### src/rtl/demux_pkg.sv
// Shared definitions for the 1-to-4 sequential demux: channel indices,
// per-channel holding state encoding and the select decoder.
package demux_pkg;

  localparam int NUM_CH = 4;
  localparam int CH_A   = 0;
  localparam int CH_B   = 1;
  localparam int CH_C   = 2;
  localparam int CH_D   = 3;

  localparam logic [7:0] CNT_MAX = 8'hFF;

  typedef enum logic {
    ST_EMPTY = 1'b0,
    ST_FULL  = 1'b1
  } chan_state_e;

  // {S0,S1} is the channel index directly: 00->A, 01->B, 10->C, 11->D.
  function automatic logic [NUM_CH-1:0] sel_decode(input logic [1:0] sel);
    return 4'b0001 << sel;
  endfunction

endpackage

### src/rtl/demux_chan_reg.sv
// One output channel: a single-entry holding register with EMPTY/FULL state
// and a saturating count of words delivered downstream.
module demux_chan_reg
  import demux_pkg::*;
#(
  parameter int WIDTH = 8
) (
  input  logic             clk,
  input  logic             rst,
  input  logic             i_load,
  input  logic [WIDTH-1:0] i_data,
  input  logic             i_out_ready,
  output logic             o_valid,
  output logic             o_open,
  output logic [WIDTH-1:0] o_data,
  output logic [7:0]       o_cnt
);

  chan_state_e      r_state;
  logic [WIDTH-1:0] r_data;
  logic [7:0]       r_cnt;
  logic             w_drain;

  assign w_drain = (r_state == ST_FULL) && i_out_ready;
  // Open means a word may be written this cycle, including refill while draining.
  assign o_open  = (r_state == ST_EMPTY) || i_out_ready;

  always_ff @(posedge clk) begin
    if (rst) begin
      r_state <= ST_EMPTY;
      r_data  <= '0;
      r_cnt   <= '0;
    end else begin
      if (i_load) begin
        r_state <= ST_FULL;
        r_data  <= i_data;
      end else if (w_drain) begin
        r_state <= ST_EMPTY;
      end
      if (w_drain && (r_cnt != CNT_MAX)) begin
        r_cnt <= r_cnt + 8'd1;
      end
    end
  end

  assign o_valid = (r_state == ST_FULL);
  assign o_data  = r_data;
  assign o_cnt   = r_cnt;

endmodule

### src/rtl/demux1to4_seq.sv
// Routes a valid/ready input stream to one of four independently drained
// holding registers selected by {S0,S1}.
//
// Handshake: a transfer happens on a rising edge where valid and ready are
// both 1; valid never depends on ready, ready may depend on valid-side state.
module demux1to4_seq
  import demux_pkg::*;
#(
  parameter int WIDTH = 8
) (
  input  logic             clk,
  input  logic             rst,
  input  logic             in_valid,
  output logic             in_ready,
  input  logic [WIDTH-1:0] in_data,
  input  logic             S0,
  input  logic             S1,
  output logic             out_valid_A,
  output logic             out_valid_B,
  output logic             out_valid_C,
  output logic             out_valid_D,
  input  logic             out_ready_A,
  input  logic             out_ready_B,
  input  logic             out_ready_C,
  input  logic             out_ready_D,
  output logic [WIDTH-1:0] out_data_A,
  output logic [WIDTH-1:0] out_data_B,
  output logic [WIDTH-1:0] out_data_C,
  output logic [WIDTH-1:0] out_data_D,
  output logic [7:0]       cnt_A,
  output logic [7:0]       cnt_B,
  output logic [7:0]       cnt_C,
  output logic [7:0]       cnt_D
);

  logic [NUM_CH-1:0] w_sel;
  logic [NUM_CH-1:0] w_open;
  logic [NUM_CH-1:0] w_load;
  logic [NUM_CH-1:0] w_valid;
  logic [NUM_CH-1:0] w_out_ready;
  logic [WIDTH-1:0]  w_data [NUM_CH];
  logic [7:0]        w_cnt  [NUM_CH];

  // One decode feeds both the ready mux and the per-channel load enables.
  assign w_sel       = sel_decode({S0, S1});
  assign w_out_ready = {out_ready_D, out_ready_C, out_ready_B, out_ready_A};
  assign in_ready    = !rst && |(w_sel & w_open);
  assign w_load      = w_sel & {NUM_CH{in_valid && in_ready}};

  for (genvar g = 0; g < NUM_CH; g++) begin : g_chan
    demux_chan_reg #(.WIDTH(WIDTH)) u_chan (
      .clk         (clk),
      .rst         (rst),
      .i_load      (w_load[g]),
      .i_data      (in_data),
      .i_out_ready (w_out_ready[g]),
      .o_valid     (w_valid[g]),
      .o_open      (w_open[g]),
      .o_data      (w_data[g]),
      .o_cnt       (w_cnt[g])
    );
  end

  assign out_valid_A = w_valid[CH_A];
  assign out_valid_B = w_valid[CH_B];
  assign out_valid_C = w_valid[CH_C];
  assign out_valid_D = w_valid[CH_D];
  assign out_data_A  = w_data[CH_A];
  assign out_data_B  = w_data[CH_B];
  assign out_data_C  = w_data[CH_C];
  assign out_data_D  = w_data[CH_D];
  assign cnt_A       = w_cnt[CH_A];
  assign cnt_B       = w_cnt[CH_B];
  assign cnt_C       = w_cnt[CH_C];
  assign cnt_D       = w_cnt[CH_D];

endmodule

### config.mk
export PLATFORM = sky130hd
export DESIGN_NAME = demux1to4_seq
export DESIGN_NICKNAME = d
export VERILOG_FILES = /design/src/rtl/demux_pkg.sv /design/src/rtl/demux_chan_reg.sv /design/src/rtl/demux1to4_seq.sv
export SDC_FILE = /design/constraint.sdc
export NUM_CORES = 1
export LEC_CHECK = 0
export ABC_AREA = 1
export CORE_ASPECT_RATIO = 1.1
export CORE_MARGIN = 4
export CORE_UTILIZATION = 43
export CTS_CLUSTER_SIZE = 14
export DETAILED_ROUTE_END_ITERATION = 16
export GPL_TIMING_DRIVEN = 0
export PLACE_DENSITY = 0.79
export SYNTH_ARGS = -nofsm -noshare
export SYNTH_HDL_FRONTEND = slang
export SYNTH_HIERARCHICAL = 1
export SYNTH_SLANG_ARGS = --single-unit
### constraint.sdc
create_clock -name clk -period 1.4 [get_ports clk]
set_input_delay 0.28 -clock clk [delete_from_list [all_inputs] [get_ports clk]]
set_output_delay 0.28 -clock clk [all_outputs]
set_load 0.005 [all_outputs]
Word level (Yosys, flattened, before mapping) --
Index checks and enable logic that the tools add are counted.
Word-level totals: register bits 68, input bits 17, output and inout port bits 69, logic and storage cells 55
Cells by class: add/subtract/negate cells 4, eq/ne operators 4, shifts and indexed selects 1, muxes and demuxes 8, bitwise gates (word level) 6, reductions and logical operators 20
Operators by type and width (number):
- adder 8 x 1 -> 8 bit (second input constant) | 4
- inequality test 8 bit (second input constant) | 4
- logical AND 1 bit | 10
- bitwise AND 4 bit | 2
- two-way mux 1 bit | 8
- nonzero test 2 bit | 4
- logical OR 1 bit | 4
- inverter 1 bit | 4
- OR reduction 4 bit | 1
- left shift 1 x 2 -> 4 bit (first input constant) | 1
- logical NOT 1 bit | 1

Logic depth before layout (Yosys ltp) --
Gate-level depths: netlist of the first run.
word-level depth 8, gate-level depth with buffers 11, depth with buffers taken out 11

Cells and area by module --
Netlist of the first run, hierarchy kept.
Modules (own cells, without submodules):
- demux_chan_reg | instances 4, cells each 107, area each 754.5 um^2, sequential area each 340.3 um^2
- demux1to4_seq | instances 1, cells each 23, area each 102.6 um^2, sequential area each 0.0 um^2

Least setup slack after synthesis of the first run --
Ideal clock, no wire load.
path kind register to register, start point register g_chan[3].u_chan.r_state, end point register g_chan[3].u_chan.r_data[7], library setup time 0.116 ns, arrival time 1.287 ns, required time 1.284 ns, path slack -0.003 ns, cell stages (with the launch flop) 11, path buffers 0, clock period less this slack 1.403 ns, cells stage by stage dfxtp_1 nand2_1 nand3_1 nand2_1 inv_2 nand2_2 nand3_2 nor2_1 inv_2 nor2_1 nor2_1
On the way: word-level cells in the longest chain between the ends 7
Ends and longest elaborated chain:
- from (decl) | RTL line demux_chan_reg.sv:19 | chan_state_e r_state;
- from (signal assigned) | RTL line demux_chan_reg.sv:30 | r_state <= ST_EMPTY;
- from (signal assigned) | RTL line demux_chan_reg.sv:35 | r_state <= ST_FULL;
- from (signal assigned) | RTL line demux_chan_reg.sv:38 | r_state <= ST_EMPTY;
- inverter 1 bit | RTL line demux_chan_reg.sv:26 | assign o_open = (r_state == ST_EMPTY) || i_out_ready;
- logical OR 1 bit | RTL line demux_chan_reg.sv:26
- net w_open[3] | RTL line demux1to4_seq.sv:37 | logic [NUM_CH-1:0] w_open;
- bitwise AND 4 bit | RTL line demux1to4_seq.sv:47 | assign in_ready = !rst && |(w_sel & w_open);
- OR reduction 4 bit | RTL line demux1to4_seq.sv:47
- logical AND 1 bit | RTL line demux1to4_seq.sv:47
- logical AND 1 bit | RTL line demux1to4_seq.sv:48 | assign w_load = w_sel & {NUM_CH{in_valid && in_ready}};
- bitwise AND 4 bit | RTL line demux1to4_seq.sv:48
- net w_load[3] | RTL line demux1to4_seq.sv:38 | logic [NUM_CH-1:0] w_load;
- to (signal assigned) | RTL line demux_chan_reg.sv:36 | r_data <= i_data;
- to (decl) | RTL line demux_chan_reg.sv:20 | logic [WIDTH-1:0] r_data;
The timed path passes the listed nets, and every way through them passes these cells. A chain may end at the register's enable or synchronous reset.

Worst setup path in the final report of the first run --
start point register g_chan[3].u_chan.r_state, end point output port in_ready
On the way: word-level cells in the longest chain between the ends 5
Ends and longest elaborated chain:
- inverter 1 bit | RTL line demux_chan_reg.sv:26
- logical OR 1 bit | RTL line demux_chan_reg.sv:26
- net w_open[3] | RTL line demux1to4_seq.sv:37
- bitwise AND 4 bit | RTL line demux1to4_seq.sv:47
- OR reduction 4 bit | RTL line demux1to4_seq.sv:47
- logical AND 1 bit | RTL line demux1to4_seq.sv:47
- to (decl) | RTL line demux1to4_seq.sv:14 | output logic in_ready,
The timed path passes the listed nets, and every way through them passes these cells.

==> impl_metrics.ini, run 1 <==
[critical_path]
rrSetupSlack_ns = -0.04
rr_startpoint = g_chan[3].u_chan/o_valid
slowest_stage = dfxtp_2
rr_endpoint = g_chan[1].u_chan/o_data[5]
critPathLaunch = g_chan[3].u_chan/o_valid
worstPathRequired_ns = 1.12
start_kind = register
cp_max_fo = 2
setup.worst_path.class = reg2out
cp.arrival_ns = 1.21
endpoint_kind = output port
critPathMaxStageDelay_ns = 0.33
worst-r2r-cell-count = 10
crit_chain = nand2_2, nand3_2, nand2_1, inv_2, a21oi_2, buf_2

[route]
via_per_inst = 4.90
route.detailed.drc = 0
vias = 3270
drtIter0Drc = 152
drt-total-wl_um = 8820
avgRoutedWirePerCell_um = 13.2
ant_nets = 0
drt-pass1-iter-count = 4

[placed_design]
gp_congestion = 0.874
dp_hpwl_um = 5960
portBuffers = 85

[clock_network]
clock_latency_ns = 0.34
cts_buffers = 9
htree_levels = 3
cts_root_buffer = clkbuf_8
clkTransAtPathRegs_ns = 0.08
postCtsHoldBufs = 0
cts_buffer_depth = 2
cts.sinks = 68
cts_tree = built

[hold_path]
worstHoldEndpoint = g_chan[0].u_chan/o_valid
whs_path_depth = 4
min_from = out_ready_A
hold_class = in2reg

[timing]
period_minus_slack_ns = 1.49
fin_ws_ns = -0.0945
whs_ns = 0.389
rsz0062_at_grt = true
slew_viol_final = 0
worst_slew_pin_slew_ns = 0.523
clock_skew_ns = 0.0115
fmax_mhz = 669
relSlewSlack_pct = 65.1
finalSetupViolations = 16
final-hold-violation-count = 0
period_share_pct = 107

[synth]
synthesis.area_um2 = 3120
syn_inst = 451
synth_cell_type_count = 19
synth-seq-area-share_pct = 43.6
yosys_warnings = 6
syn_nets = 472
synth.area.top_cells = dfxtp_1, nor2_1, nand2_1
synth_top_area_cell = dfxtp_1
synth_area_per_cell_um2 = 6.92
ys.flop_type = dfxtp_1
synth_edf_count = 0
synth-seq-cells = 68
synth_top_area_share_pct = 43.6
synthArstFlopShare_pct = 0

[pwr]
power_leakage_nw = 2.35
irDropWorstVdd_uv = 638
power_density_nw_per_um2 = 803

[final_layout]
final_nets = 599
fillers = 583
drive_gt1_share_pct = 34.3
area_growth_pct = 52.2
diodes = 0
final_common_cell = nor2_1
final_util_pct = 67.4
final_cell_mix = nor2_1, dlygate4sd2_1, nand2_1

[outcome]
violations = negative setup slack
status = complete, but fails checks

[floorplan]
coreArea_um2 = 7050
fp.dieW_um = 89.2
dieArea_um2 = 8690
ios = 86
die_h_um = 97.3
initial_core_util_pct = 44.3
rows = 32

[flow_run]
max_cap_viol_count = 0

[global_route]
antenna_found_initial = 0
grt_max_degree = 19
grt_usage_pct = 20.6
first_global_vias = 3103
grt_pass1_wl_um = 14400
grt.overflow.total = 0
[worst max-delay path, delay by kind of cell, from the launching register on]
family          cells  cell delay (ns)
simple gates        3             0.23
buf+inv             2             0.19
compound gates      1             0.14
flops               1             0.33
[layer usage]
layer | vias up | routed length (um) | GRT usage, % | share of wire (%)
li1 | 1688 | - | - | -
met1 | 1468 | 3730 | 26.1 | 42
met2 | 96 | 4250 | 33.2 | 48
met3 | 18 | 655 | 5.60 | 7.4
met4 | 0 | 188 | 7.10 | 2.1
met5 | - | 0 | 0 | 0
[final cells by class]
| type | count | area (um2) | share of cell area, % |
|---|---|---|---|
| clock buffers | 13 | 169 | 3.56 |
| multi-input cells | 325 | 1730 | 36.5 |
| flip-flops and latches | 68 | 1450 | 30.4 |
| inverters | 54 | 215 | 4.53 |
| clock inverters | 3 | 20.0 | 0.421 |
| well taps | 85 | 106 | 2.24 |
| repair buffers | 115 | 1030 | 21.8 |
| repair inverters | 1 | 6.26 | 0.132 |
| plain buffers | 4 | 20.0 | 0.421 |
[cell usage after synthesis, types with 8 or more instances]
cell     instances
nand2_2          9
nand3_1         27
a21oi_1         25
nor2_1         112
inv_2           17
o21ai_0         16
o21ai_1         16
dfxtp_1         68
nor2_4           8
nand4_1          8
nor3_1           8
nand2_1         78
inv_1           37
[repair_timing]
action | CTS | global route
setup buffers | 25 | 5
pin swaps | 26 | 48
resized for setup | 184 | 44
cloned | 0 | 1
endpoints found under the setup margin | 129 | 39
[cells by family after synthesis]
| group | share of synthesized area (%) |
|---|---|
| AO/OA/AOI/OAI | 10.1 |
| adder cells (fa/ha/maj) | 1.60 |
| buffers and inverters | 7.14 |
| flip-flops | 43.6 |
| AND/OR/NAND/NOR | 37.5 |
[stage by stage]
step           std cells  power [mW]  setup slack (ns)  setup TNS [ns]  instance area (um2)
6_report             668        3.81           -0.0945          -0.402                 4750
5_1_grt              668        3.95            -0.190           -4.01                 4750
4_1_cts              662        3.79            -0.121          -0.585                 4590
3_5_place_dp         621        2.30             -1.19          -57.24                 4080
3_3_place_gp         621        2.29             -1.15          -55.35                 4080
2_1_floorplan        451        2.12          -0.00311         -0.0592                 3120
[worst max-delay path by stage]
stage	end	slack, ns
3_5_place_dp	g_chan[3].u_chan/o_data[5]	-1.19
6_report	in_ready	-0.09
2_1_floorplan	g_chan[3].u_chan/o_data[7]	-0.003
5_1_grt	g_chan[1].u_chan/o_data[1]	-0.19
4_1_cts	in_ready	-0.12
3_3_place_gp	g_chan[3].u_chan/o_data[6]	-1.15
[registers in the layout, indices dropped and copies added (netlist names)]
| register | flops |
|---|---|
| g_chan.u_chan/o_cnt | 32 |
| g_chan.u_chan/o_data | 32 |
| g_chan.u_chan/o_valid | 4 |
[power by group]
group | switching [mW] | leakage [nW] | internal, mW | total [mW]
clock | 0.739 | 0.0917 | 0.787 | 1.53
sequential | 0.0209 | 0.577 | 1.95 | 1.97
combinational | 0.179 | 1.68 | 0.136 | 0.315
total | 0.939 | 2.35 | 2.87 | 3.81
No activity file was read; power rests on OpenSTA's default activity.
==> run 2, diff against run 1 <==
--- a/config.mk
+++ b/config.mk
@@ -8,12 +8,11 @@
 export ABC_AREA = 1
 export CORE_ASPECT_RATIO = 1.1
 export CORE_MARGIN = 4
-export CORE_UTILIZATION = 43
+export CORE_UTILIZATION = 44
 export CTS_CLUSTER_SIZE = 14
 export DETAILED_ROUTE_END_ITERATION = 16
 export GPL_TIMING_DRIVEN = 0
-export PLACE_DENSITY = 0.79
+export PLACE_DENSITY = 0.8
 export SYNTH_ARGS = -nofsm -noshare
 export SYNTH_HDL_FRONTEND = slang
-export SYNTH_HIERARCHICAL = 1
 export SYNTH_SLANG_ARGS = --single-unit
==> impl_metrics.ini, run 2 <==
[clock_network]
cts_tree = built
cts_buffers = 9
cts.sinks = 68
htree_levels = 3
cts_root_buffer = clkbuf_8
clock_latency_ns = 0.35
clkTransAtPathRegs_ns = 0.08
cts_buffer_depth = 2

[critical_path]
start_kind = register
worstPathRequired_ns = 1.12
worst-r2r-cell-count = 7
cp_max_fo = 2
rr_endpoint = g_chan[1].u_chan.o_cnt[6]
cp.arrival_ns = 1.21
rr_startpoint = g_chan[1].u_chan.o_cnt[3]
endpoint_kind = output port
rrSetupSlack_ns = -0.08
setup.worst_path.class = reg2out

[pwr]
power_leakage_nw = 2.63
power_density_nw_per_um2 = 838
irDropWorstVdd_uv = 649

[timing]
fin_ws_ns = -0.0877
fmax_mhz = 672
rsz0062_at_grt = true
final-hold-violation-count = 0
period_minus_slack_ns = 1.49
slew_viol_final = 0
relSlewSlack_pct = 65.2
finalSetupViolations = 9
clock_skew_ns = 0.00896
worst_slew_pin_slew_ns = 0.521
whs_ns = 0.188
period_share_pct = 106

[synth]
synth_area_per_cell_um2 = 6.78
syn_inst = 476
yosys.area_share.adder_pct = 1.55
synth-seq-area-share_pct = 42.2
synthTopCellsByCount = nand2_1, nor2_1, inv_1
synth_compound_area_share_pct = 7.02
yosysMostFrequentCell = nand2_1
synth_edf_count = 0
synth-seq-cells = 68
synth_top_family_by_area = simple AND/OR/NAND/NOR gates
synth_mux_area_share_pct = 0
syn_nets = 497
synth-simple-area-share_pct = 35.5
synth_cell_type_count = 28
synthArstFlopShare_pct = 0
synth_top_area_share_pct = 42.2
synth.area.top_cells = dfxtp_1, nand2_1, nor2_1
synth_xor_area_share_pct = 1.90
yosys_warnings = 0
synth_top_area_cell = dfxtp_1
ys.flop_type = dfxtp_1
synthesis.area_um2 = 3230

[final_layout]
diodes = 0
final_common_cell = nand2_1
final_nets = 635
final_area_um2 = 4980
drive_gt1_share_pct = 28.8
final_cell_mix = nand2_1, nor2_1, dlygate4sd2_1
final_util_pct = 70.3
area_growth_pct = 54.2

[outcome]
violations = negative setup slack
status = complete, but fails checks

[global_route]
grt_pass1_wl_um = 14700
grt.overflow.total = 0
grt_max_degree = 14
grt_use_met1_pct = 27.1
use_met3_pct = 4.89
met2_usage_pct = 34.8
antenna_found_initial = 0
grt_usage_pct = 21.1
first_global_vias = 3164
grt_busiest_layer = met2

[placed_design]
dp_hpwl_um = 5960
portBuffers = 84
placed_cell_area_um2 = 4200
gp_congestion = 0.862

[floorplan]
die_h_um = 97.8
initial_core_util_pct = 45.6
rows = 32
dieArea_um2 = 8770
fp.dieW_um = 89.7
ios = 86
coreArea_um2 = 7090

[flow_run]
max_cap_viol_count = 0

[route]
via_per_inst = 5.09
drt-pass1-iter-count = 5
vias = 3583
avgRoutedWirePerCell_um = 14.9
drtIter0Drc = 241
drt-total-wl_um = 10500
ant_nets = 0
route.detailed.drc = 0

[hold_path]
min_from = rst
hold_class = in2reg
whs_path_depth = 2
worstHoldEndpoint = g_chan[0].u_chan.o_cnt[4]
==> run 2: cell count changes in the layout (fill, tap and decap cells not counted), sizes merged, moves of 5 or more <==
cell | previous run | this run
buf | 35 | 59
inv | 54 | 76
nand2 | 91 | 141
nand3 | 28 | 15
nor2 | 125 | 87
o21ai | 32 | 15
xnor2 | 0 | 5
==> run 2: worst max-delay path by stage <==
stage | start | endpoint | slack (ns) | cells after the start
finish | g_chan[1].u_chan.o_valid | in_ready | -0.09 | 6
global route | g_chan[2].u_chan.o_cnt[2] | g_chan[2].u_chan.o_cnt[7] | -0.24 | 7
CTS | g_chan[2].u_chan.o_valid | in_ready | -0.12 | 6
detailed placement | S0 | in_ready | -0.83 | 8
global placement | S0 | in_ready | -0.80 | 8
floorplan | g_chan[0].u_chan.o_cnt[0] | g_chan[0].u_chan.o_cnt[2] | 0.003 | 8
==> run 2: report_power, final <==
part	switching, mW	internal (mW)
clock network	0.838	1.01
logic	0.203	0.150
registers	0.0204	1.95
==> run 2: cell type report <==
cell class	count	area [um2]
tap	85	106
clock inverter	7	98.8
clock buffer	9	124
buffer	15	133
inverter	75	284
timing repair buffer	127	1090
fill	550	2110
multi-input combinational	318	1700
sequential	68	1450
==> run 2: layer usage <==
metal  vias up  routed length, um  part of all wire [%]
li1       1727                  -                     -
met1      1648               4280                    41
met2       188               5260                    50
met3        20                761                   7.3
met4         0                177                   1.7
met5         -                  0                     0
==> run 2: logic make-up (layout without fill, tap and decap cells) <==
kind of cell / count (synthesis) / in the layout
compound gates: 44 / 44
fa+ha+maj: 4 / 4
xor+xnor: 7 / 7
buf+inv: 90 / 233
flops: 68 / 68
simple gates: 263 / 263
==> run 2: critical path, stage by stage (launching register included) <==
cell     delay [ns]
dfxtp_2        0.33
nand2_2        0.07
nand2_2        0.06
nand2_2        0.09
inv_4          0.05
a21oi_2        0.12
buf_2          0.14
==> run 2: through the flow <==
stage | setup TNS (ns) | setup WS, ns | total power, mW | instances
after global routing | -1.07 | -0.242 | 4.33 | 704
after global placement | -23.76 | -0.802 | 2.37 | 645
after CTS | -0.120 | -0.120 | 4.13 | 685
after floorplan | 0 | 0.00266 | 2.20 | 476
after detailed placement | -26.47 | -0.825 | 2.37 | 645
final | -0.306 | -0.0877 | 4.17 | 704
==> run 2: repair_timing <==
action,4_1_cts,5_1_grt
gates cloned,0,3
gates resized for setup,157,53
endpoints found under the setup margin,137,68
pin swaps,3,19
setup buffers,24,18
hold buffers,0,0
